[src/rtl/uart_tx_framer.sv]
// uart_tx_framer: packs 16-bit producer words into byte frames for a UART
// controller. Each frame is SYNC_BYTE, high byte, low byte and, when the
// UART_TX_FRAMER_CHECKSUM_EN macro is defined, an XOR checksum byte.
// Words queue in a small FIFO. The FSM copies the head word into a shadow
// register and then streams its bytes over a valid/ready handshake.
// All outputs come straight from registers, so out_ready never reaches them
// combinationally.
module uart_tx_framer #(
  parameter logic [7:0] SYNC_BYTE  = 8'hA5,
  parameter int         FIFO_DEPTH = 4
) (
  input  logic        clk,
  input  logic        rst,
  input  logic [15:0] in_data,
  input  logic        in_valid,
  output logic        in_ready,
  output logic [7:0]  out_data,
  output logic        out_valid,
  input  logic        out_ready,
  output logic [15:0] frame_count,
  output logic        busy
);

  localparam int PTR_W = $clog2(FIFO_DEPTH);
  localparam logic [PTR_W:0] DEPTH_CNT = (PTR_W + 1)'(FIFO_DEPTH);
  localparam logic [PTR_W:0] CNT_ONE   = (PTR_W + 1)'(1);
  localparam logic [PTR_W-1:0] PTR_ONE = PTR_W'(1);

  typedef enum logic [2:0] {IDLE, SYNC, HI, LO, CSUM} state_t;

`ifdef UART_TX_FRAMER_CHECKSUM_EN
  localparam state_t LAST_STATE = CSUM;
`else
  localparam state_t LAST_STATE = LO;
`endif

  logic [15:0]    r_mem [FIFO_DEPTH];
  logic [PTR_W-1:0] r_wrPtr;
  logic [PTR_W-1:0] r_rdPtr;
  logic [PTR_W:0] r_count;
  logic           r_rstDone;

  state_t         r_state;
  logic [15:0]    r_shadow;
  logic           r_shadowFull;
  logic           r_outValid;
  logic [7:0]     r_outData;
  logic [15:0]    r_frameCount;

  logic w_push;
  logic w_pop;
  logic w_fifoEmpty;
  logic w_xfer;
  logic w_lastXfer;
  logic w_idleLoad;
  logic w_chainLoad;

  assign w_fifoEmpty = (r_count == '0);
  assign w_xfer      = r_outValid && out_ready;
  assign w_lastXfer  = w_xfer && (r_state == LAST_STATE);
  assign w_idleLoad  = (r_state == IDLE) && !r_shadowFull && !w_fifoEmpty;
  assign w_chainLoad = w_lastXfer && !w_fifoEmpty;
  assign w_pop       = w_idleLoad || w_chainLoad;
  assign w_push      = in_valid && in_ready;

  assign in_ready    = r_rstDone && (r_count < DEPTH_CNT);
  assign out_valid   = r_outValid;
  assign out_data    = r_outData;
  assign frame_count = r_frameCount;
  assign busy        = (r_state != IDLE) || r_shadowFull || !w_fifoEmpty;

  // Hold in_ready low until the first clock edge after reset is released
  always_ff @(posedge clk or posedge rst) begin
    if (rst) r_rstDone <= 1'b0;
    else     r_rstDone <= 1'b1;
  end

  // FIFO storage; contents need no reset because occupancy is tracked separately
  always_ff @(posedge clk) begin
    if (w_push) r_mem[r_wrPtr] <= in_data;
  end

  // FIFO pointers and occupancy; power-of-two depth makes pointer wrap free
  always_ff @(posedge clk or posedge rst) begin
    if (rst) begin
      r_wrPtr <= '0;
      r_rdPtr <= '0;
      r_count <= '0;
    end else begin
      if (w_push) r_wrPtr <= r_wrPtr + PTR_ONE;
      if (w_pop)  r_rdPtr <= r_rdPtr + PTR_ONE;
      if (w_push && !w_pop)      r_count <= r_count + CNT_ONE;
      else if (w_pop && !w_push) r_count <= r_count - CNT_ONE;
    end
  end

  // Frame FSM with registered byte outputs and the completed-frame counter
  always_ff @(posedge clk or posedge rst) begin
    if (rst) begin
      r_state      <= IDLE;
      r_shadow     <= '0;
      r_shadowFull <= 1'b0;
      r_outValid   <= 1'b0;
      r_outData    <= 8'h00;
      r_frameCount <= '0;
    end else if (w_lastXfer) begin
      r_frameCount <= r_frameCount + 16'd1;
      if (!w_fifoEmpty) begin
        r_shadow  <= r_mem[r_rdPtr];
        r_state   <= SYNC;
        r_outData <= SYNC_BYTE;
      end else begin
        r_state    <= IDLE;
        r_outValid <= 1'b0;
        r_outData  <= 8'h00;
      end
    end else begin
      case (r_state)
        IDLE: begin
          if (r_shadowFull) begin
            r_shadowFull <= 1'b0;
            r_state      <= SYNC;
            r_outValid   <= 1'b1;
            r_outData    <= SYNC_BYTE;
          end else if (!w_fifoEmpty) begin
            r_shadow     <= r_mem[r_rdPtr];
            r_shadowFull <= 1'b1;
          end
        end
        SYNC: begin
          if (w_xfer) begin
            r_state   <= HI;
            r_outData <= r_shadow[15:8];
          end
        end
        HI: begin
          if (w_xfer) begin
            r_state   <= LO;
            r_outData <= r_shadow[7:0];
          end
        end
`ifdef UART_TX_FRAMER_CHECKSUM_EN
        LO: begin
          if (w_xfer) begin
            r_state   <= CSUM;
            r_outData <= r_shadow[15:8] ^ r_shadow[7:0];
          end
        end
`endif
        default: begin
        end
      endcase
    end
  end

endmodule

[config.mk]
export PLATFORM = sky130hd
export DESIGN_NAME = uart_tx_framer
export DESIGN_NICKNAME = d
export VERILOG_FILES = /design/src/rtl/uart_tx_framer.sv
export SDC_FILE = /design/constraint.sdc
export NUM_CORES = 1
export LEC_CHECK = 0
export ABC_AREA = 1
export CAP_MARGIN = 20
export CORE_MARGIN = 4
export CORE_UTILIZATION = 60
export CTS_CLUSTER_DIAMETER = 30
export CTS_CLUSTER_SIZE = 12
export DETAILED_ROUTE_END_ITERATION = 6
export DONT_BUFFER_PORTS = 1
export GPL_TIMING_DRIVEN = 0
export HOLD_SLACK_MARGIN = 0.1
export PLACE_DENSITY = 0.83
export SKIP_LAST_GASP = 1
export SLEW_MARGIN = 25
export SYNTH_ARGS = -nofsm -noshare
export SYNTH_HDL_FRONTEND = slang
export SYNTH_SLANG_ARGS = --single-unit
export TNS_END_PERCENT = 30
[constraint.sdc]
create_clock -name clk -period 3.3 [get_ports clk]
set_input_delay 0 -clock clk [delete_from_list [all_inputs] [get_ports clk]]
set_output_delay 0 -clock clk [all_outputs]
set_load 0.02 [all_outputs]
==> summary.txt, run 1 <==
FMAX -> 404 MHz
DRC -> 0
Reg2reg end -> r_count[1]$_DFFE_PP0P_
Worst-Margin Slew -> 0.896 ns
Ys flop type -> edfxtp_1
Worst R2R Setup Slack -> 0.82 ns
RSZ-0062 raised after global routing -> no
TritonRoute pass-1 iters -> 5
Vias in the first global route -> 3690
Starting density of the core -> 61.7%
Post-Syn Area -> 5100 um2
# port buffers -> 0
Die X-Extent -> 100 um
Antenna violations before repair -> 0
FF/Latch Area -> 3220 um2
Hold Path Class -> in -> reg
CP Class -> reg -> reg
Total Nets Final -> 542
Drt via density -> 5.55
Final-report max-slew violation count -> 0
Pwr per Cell Area -> 965 nW/um2
Share of cells above drive strength 1 -> 17.4%
Worst setup path endpoint -> r_count[1]$_DFFE_PP0P_
CTS tree -> yes
EDFF count, synth -> 64
Final setup viols -> 0
Reg2Reg Depth -> 11
VDD IR max -> 0.559 mV
GRT overflow -> 0
Post-synthesis cell count -> 468
Leakage power -> 2.60 nW
Multi-input logic area -> 1620 um2
FFs w/ async S/R, synth -> 44.8%
RePlAce Congestion -> 0.838
Synth cell types -> 36
Die area -> 10000 um2
Die height -> 100 um
Synth Warn # -> 0
Clock transition at the registers of the reported paths -> 0.06 ns
Root buffer cell -> clkbuf_8
Setup Fix Bufs, Post-CTS -> 0
First DRT Iteration DRCs -> 165
RR Startpoint -> r_state[0]$_DFFE_PP0P_
Seq/Total Area, Yosys -> 63.2%
Largest net degree at the start of global routing -> 53
Setup tns final -> 0 ns
Clk_lat worst skew -> 0.52 ns
Filler Cells Inserted -> 517
Setup WS post-layout -> 0.824 ns
Tmin final -> 2.48 ns
Post_cts resized -> 0
Global-route usage over all layers -> 23.6%
Synth Register Bits -> 116
Drt wl/cell -> 17.0 um
Worst setup startpoint -> r_state[0]$_DFFE_PP0P_
WP data arrival -> 2.87 ns
WP data required -> 3.70 ns
Setup crit start kind -> flop
CTS Buf Count -> 17
Setup Skew -> 0.0109 ns
# rows -> 33
Post-DRT Antenna Nets -> 0
Tcrit/Tclk final -> 75.0%
CORE AREA -> 8260 um2
Syn avg cell area -> 10.9 um2
H-tree depth -> 4
Rel. slew slack -> 40.2%
Critical-path maximum fanout -> 9
P&R area growth vs syn -> 19.3%
Total Wirelength -> 10700 um
DP Wirelength -> 6360 um
Max Cap Violations -> 0
Diodes inserted -> 0
Clock Sinks -> 116
Post-synth net total -> 499
CP Capture Type -> flop
Largest buffer count on any clock path -> 2
Pre-CTS setup slack -> 0.887 ns
Final Hold Fails -> 0
Status -> finished, final reports clean
Global-route wire length before repair -> 18000 um
Vias after detailed routing -> 3493
I/O pin total -> 47
## cell usage after synthesis (8+ instances only)
cell type	number	area, um2
buf_2	8	40.0
dfrtp_1	52	1300
edfxtp_1	64	1920
ha_1	10	125
inv_1	37	139
nand2_1	96	360
nand3_1	12	60.1
nand3_2	10	100
nor2_1	61	229
o21ai_0	41	205
o21ai_2	9	78.8
o22ai_1	12	75.1
xor2_1	9	78.8
## flip-flops by register name (all words and copies together) (netlist names)
register	flops
frame_count	16
out_data	8
out_valid	1
r_count	3
r_mem	64
r_rdPtr	2
r_rstDone	1
r_shadow	16
r_shadowFull	1
r_state	2
r_wrPtr	2
## how the worst min path moves through the flow
stage	startpoint	to	cells past startpoint
3_3_place_gp	in_data[1]	r_mem[2][1]$_DFFE_PP_	0
5_1_grt	in_data[2]	r_mem[2][2]$_DFFE_PP_	1
2_1_floorplan	in_data[0]	r_mem[0][0]$_DFFE_PP_	0
3_5_place_dp	rst	r_rstDone$_DFF_PP0_	1
4_1_cts	in_data[10]	r_mem[0][10]$_DFFE_PP_	1
6_report	in_data[0]	r_mem[3][0]$_DFFE_PP_	1
## cell families after synthesis
family / share of synthesized area, %
multiplexers: 0.221
AO/OA/AOI/OAI: 7.80
XOR/XNOR: 2.75
buffers and inverters: 5.23
flip-flops: 63.2
other: 0.0735
AND/OR/NAND/NOR: 17.9
adder cells (fa/ha/maj): 2.85
## placed cells by master (no fill, tap or decap), types with 2 or more instances in the layout
master         Yosys  layout
buf_6              3       5
nor3_2             2       2
edfxtp_1          64      64
buf_2              8       8
nand3_2           10      10
inv_1             37      36
ha_1              10      10
nand2_2            2       2
inv_8              0       4
dfrtp_1           52      52
nand2_1           96      96
xor2_1             9       9
dlygate4sd3_1      0      20
nand3_1           12      12
buf_8              1       2
xnor2_1            7       7
nor2_1            61      57
o22ai_1           12      12
o21ai_2            9       9
o21ai_0           41      41
clkbuf_1           2       2
clkinv_4           0       5
clkbuf_16          0      16
nand4_1            7       7
o21ai_1            3       3
inv_2              5       5
nor2_2             2       6
inv_6              0       5
## layer usage
metal	share of wire, %	global-route usage, %	routed length [um]
met1	40	28.1	4300
met2	52	39.8	5560
met3	5.7	6.81	605
met4	2.0	10.7	215
met5	0	0	0
## timing repair
| item | CTS | global route |
|---|---|---|
| endpoints found under the setup margin | 0 | 0 |
| hold endpoints to repair | 166 | 0 |
| hold buffers | 21 | 0 |
## through the flow
step | util, % | std cells | instance area [um2] | hold slack, ns | total power, mW
2_1_floorplan | - | 468 | 5100 | 0.0989 | 3.59
4_1_cts | 73.7 | 629 | 6080 | 0.163 | 5.85
3_5_place_dp | 63.9 | 576 | 5280 | 0.00871 | 4.04
3_3_place_gp | 63.3 | 573 | 5230 | 0.0990 | 3.93
5_1_grt | 73.7 | 629 | 6080 | 0.188 | 6.27
6_report | 73.7 | 629 | 6080 | 0.195 | 5.87
## layout make-up
| type | instances | share of cell area, % |
|---|---|---|
| Clock inverter | 15 | 2.67 |
| Multi-Input combinational cell | 294 | 26.6 |
| Tap cell | 105 | 2.16 |
| Sequential cell | 116 | 53.0 |
| Buffer | 16 | 1.79 |
| Timing Repair Buffer | 24 | 4.36 |
| Inverter | 42 | 2.63 |
| Clock buffer | 17 | 6.81 |
## report_power, final
part	switching [mW]	internal (mW)
clock network	0.752	1.04
logic	1.25	0.708
registers	0.278	1.85
total	2.28	3.59
## worst max-delay path, stage by stage (launching register included)
cell and delay (ns):
dfrtp_1 0.44, inv_1 0.11, ha_1 0.24, inv_2 0.08, nor2_4 0.14, nand2_2 0.12
nand2_8 0.13, inv_2 0.10, ha_1 0.19, inv_1 0.11, fa_1 0.44, mux2_2 0.27
No activity file was read; power rests on OpenSTA's default activity.
==> run 2, diff against run 1 <==
- clock period: 3.3 -> 2.55 ns (I/O delays scaled with it)
==> run 2 against run 1 <==
- clock power grew 29%
- power grew 29%
- largest power group unchanged
- global-route usage is the same
- final cell count is the same
- first-iteration DRC count is the same
- utilization is essentially flat
- sequential cell count is the same
==> summary.txt, run 2 (synthesis results as in run 1) <==
Final-report max-slew violation count -> 0
Total Wirelength -> 10700 um
Die X-Extent -> 100 um
CP max stage cell -> fa_1
Met2 WL post-DR -> 5560 um
Hold Path Class -> in -> reg
I/O pin total -> 47
Setup Skew -> 0.0109 ns
Final Hold Fails -> 0
Final core utilization -> 73.7%
Root buffer cell -> clkbuf_8
CP Class -> reg -> reg
Post-DRT Antenna Nets -> 0
Top routing layer used -> met4
Die area -> 10000 um2
Largest net degree at the start of global routing -> 53
RR Startpoint -> r_state[1]$_DFFE_PP0P_
Worst R2R Setup Slack -> 0.08 ns
Max reg flops -> 64
WP data required -> 2.95 ns
Leakage power -> 2.59 nW
CP Capture Type -> flop
Tmin final -> 2.47 ns
DP Wirelength -> 6360 um
VDD IR max -> 0.723 mV
Worst Hold Slack -> 0.195 ns
Most common cell after layout, fill and taps aside -> nand2_1
Pwr per Cell Area -> 1250 nW/um2
Comb pwr share -> 33.4%
Die height -> 100 um
# rows -> 33
H-tree depth -> 4
Diodes inserted -> 0
Reg2reg end -> r_count[1]$_DFFE_PP0P_
Starting density of the core -> 61.7%
TritonRoute pass-1 iters -> 5
Tcrit/Tclk final -> 96.8%
Switch Pwr -> 2.95 mW
Antenna violations before repair -> 0
Reg2Reg Depth -> 11
Largest buffer count on any clock path -> 2
Part of the power in the clock network -> 30.5%
M1 WL -> 4300 um
Met3 wire length -> 605 um
Post-Layout Cell Count -> 629
Drt via density -> 5.55
Setup crit start kind -> flop
Global-route usage over all layers -> 23.6%
Drt wl/cell -> 17.0 um
FMAX -> 405 MHz
RePlAce Congestion -> 0.838
Cell-internal power -> 4.65 mW
Share of cells above drive strength 1 -> 17.6%
Status -> finished, final reports clean
GRT overflow -> 0
Final setup viols -> 0
Critical-path maximum fanout -> 9
# port buffers -> 0
Min-delay src -> in_data[0]
Top reg by flops -> r_mem
Rel. slew slack -> 40.2%
Most frequent cells in the layout -> nand2_1 (96), edfxtp_1 (64), nor2_1 (57)
Global-route wire length before repair -> 18000 um
Setup WS post-layout -> 0.0812 ns
Worst-Margin Slew -> 0.896 ns
Clock Sinks -> 116
DRC -> 0
WP data arrival -> 2.86 ns
CTS tree -> yes
Hold Path End -> r_mem[3][0]$_DFFE_PP_
Seq pwr share -> 36.2%
Clk_lat worst skew -> 0.52 ns
Total Nets Final -> 542
Clock transition at the registers of the reported paths -> 0.06 ns
Filler Cells Inserted -> 516
Vias after detailed routing -> 3493
Max Cap Violations -> 0
Placed cell count -> 576
CORE AREA -> 8260 um2
Worst stage delay on the critical path -> 0.44 ns
Vias in the first global route -> 3690
Crit path cell chain -> inv_1, ha_1, inv_2, nor2_4, nand2_2, nand2_8, inv_2, ha_1, inv_1, fa_1, mux2_2
Pre-CTS setup slack -> 0.137 ns
P&R area growth vs syn -> 19.4%
Hold path depth -> 1
Setup Fix Bufs, Post-CTS -> 0
First DRT Iteration DRCs -> 165
CTS Buf Count -> 17
RSZ-0062 raised after global routing -> yes
Net Sw Frac -> 38.8%
run 2: cell counts in the layout (fill, tap and decap cells not counted):
No cell type changed its count.
run 2: how the worst max path moves through the flow:
| stage | endpoint | cells past startpoint | start | slack [ns] |
|---|---|---|---|---|
| finish | r_count[1]$_DFFE_PP0P_ | 11 | r_state[1]$_DFFE_PP0P_ | 0.08 |
| CTS | r_count[1]$_DFFE_PP0P_ | 11 | r_state[0]$_DFFE_PP0P_ | 0.09 |
| detailed placement | r_count[1]$_DFFE_PP0P_ | 11 | r_state[0]$_DFFE_PP0P_ | 0.14 |
| floorplan | r_count[1]$_DFFE_PP0P_ | 11 | r_state[0]$_DFFE_PP0P_ | 0.36 |
| global route | r_count[1]$_DFFE_PP0P_ | 11 | r_state[1]$_DFFE_PP0P_ | -0.01 |
| global placement | r_mem[3][15]$_DFFE_PP_ | 3 | r_count[2]$_DFFE_PP0P_ | -0.11 |
run 2: routing by layer:
metal	vias to the layer above	track usage, %
met3	22	6.81
met1	1701	28.1
met4	0	10.7
met2	119	39.8
met5	-	0
li1	1651	-
run 2: area by class of cell:
type | instances | area, um2 | share of cell area, %
clock inverter | 15 | 163 | 2.67
timing repair buffer | 24 | 265 | 4.36
multi-input combinational | 294 | 1620 | 26.6
inverter | 42 | 160 | 2.63
clock buffer | 17 | 414 | 6.81
sequential | 116 | 3220 | 53.0
tap | 105 | 131 | 2.16
buffer | 16 | 109 | 1.79
run 2: power by group through the flow:
stage,registers [mW],logic (mW),clock network (mW)
3_5_place_dp,2.78,2.45,0
3_3_place_gp,2.76,2.32,0
4_1_cts,2.74,2.52,2.31
2_1_floorplan,2.71,1.93,0
5_1_grt,2.80,2.88,2.45
6_report,2.75,2.53,2.31
run 2: through the flow:
stage | setup TNS, ns | instance area (um2) | total power, mW
finish | 0 | 6090 | 7.60
global route | -0.0120 | 6090 | 8.12
CTS | 0 | 6080 | 7.58
detailed placement | 0 | 5280 | 5.22
global placement | -4.52 | 5230 | 5.08
floorplan | 0 | 5100 | 4.64
run 2: critical path, delay by kind of cell (launching register included):
family	cells	cell delay (ns)
muxes	1	0.27
adders and majority gates	3	0.87
DFF	1	0.43
buffers and inverters	4	0.40
and+or+nand+nor	3	0.39
run 2: repair_timing:
item	4_1_cts	5_1_grt
endpoints found under the hold margin	166	0
resized for setup	0	1
endpoints found under the setup margin	0	2
hold buffers	21	0
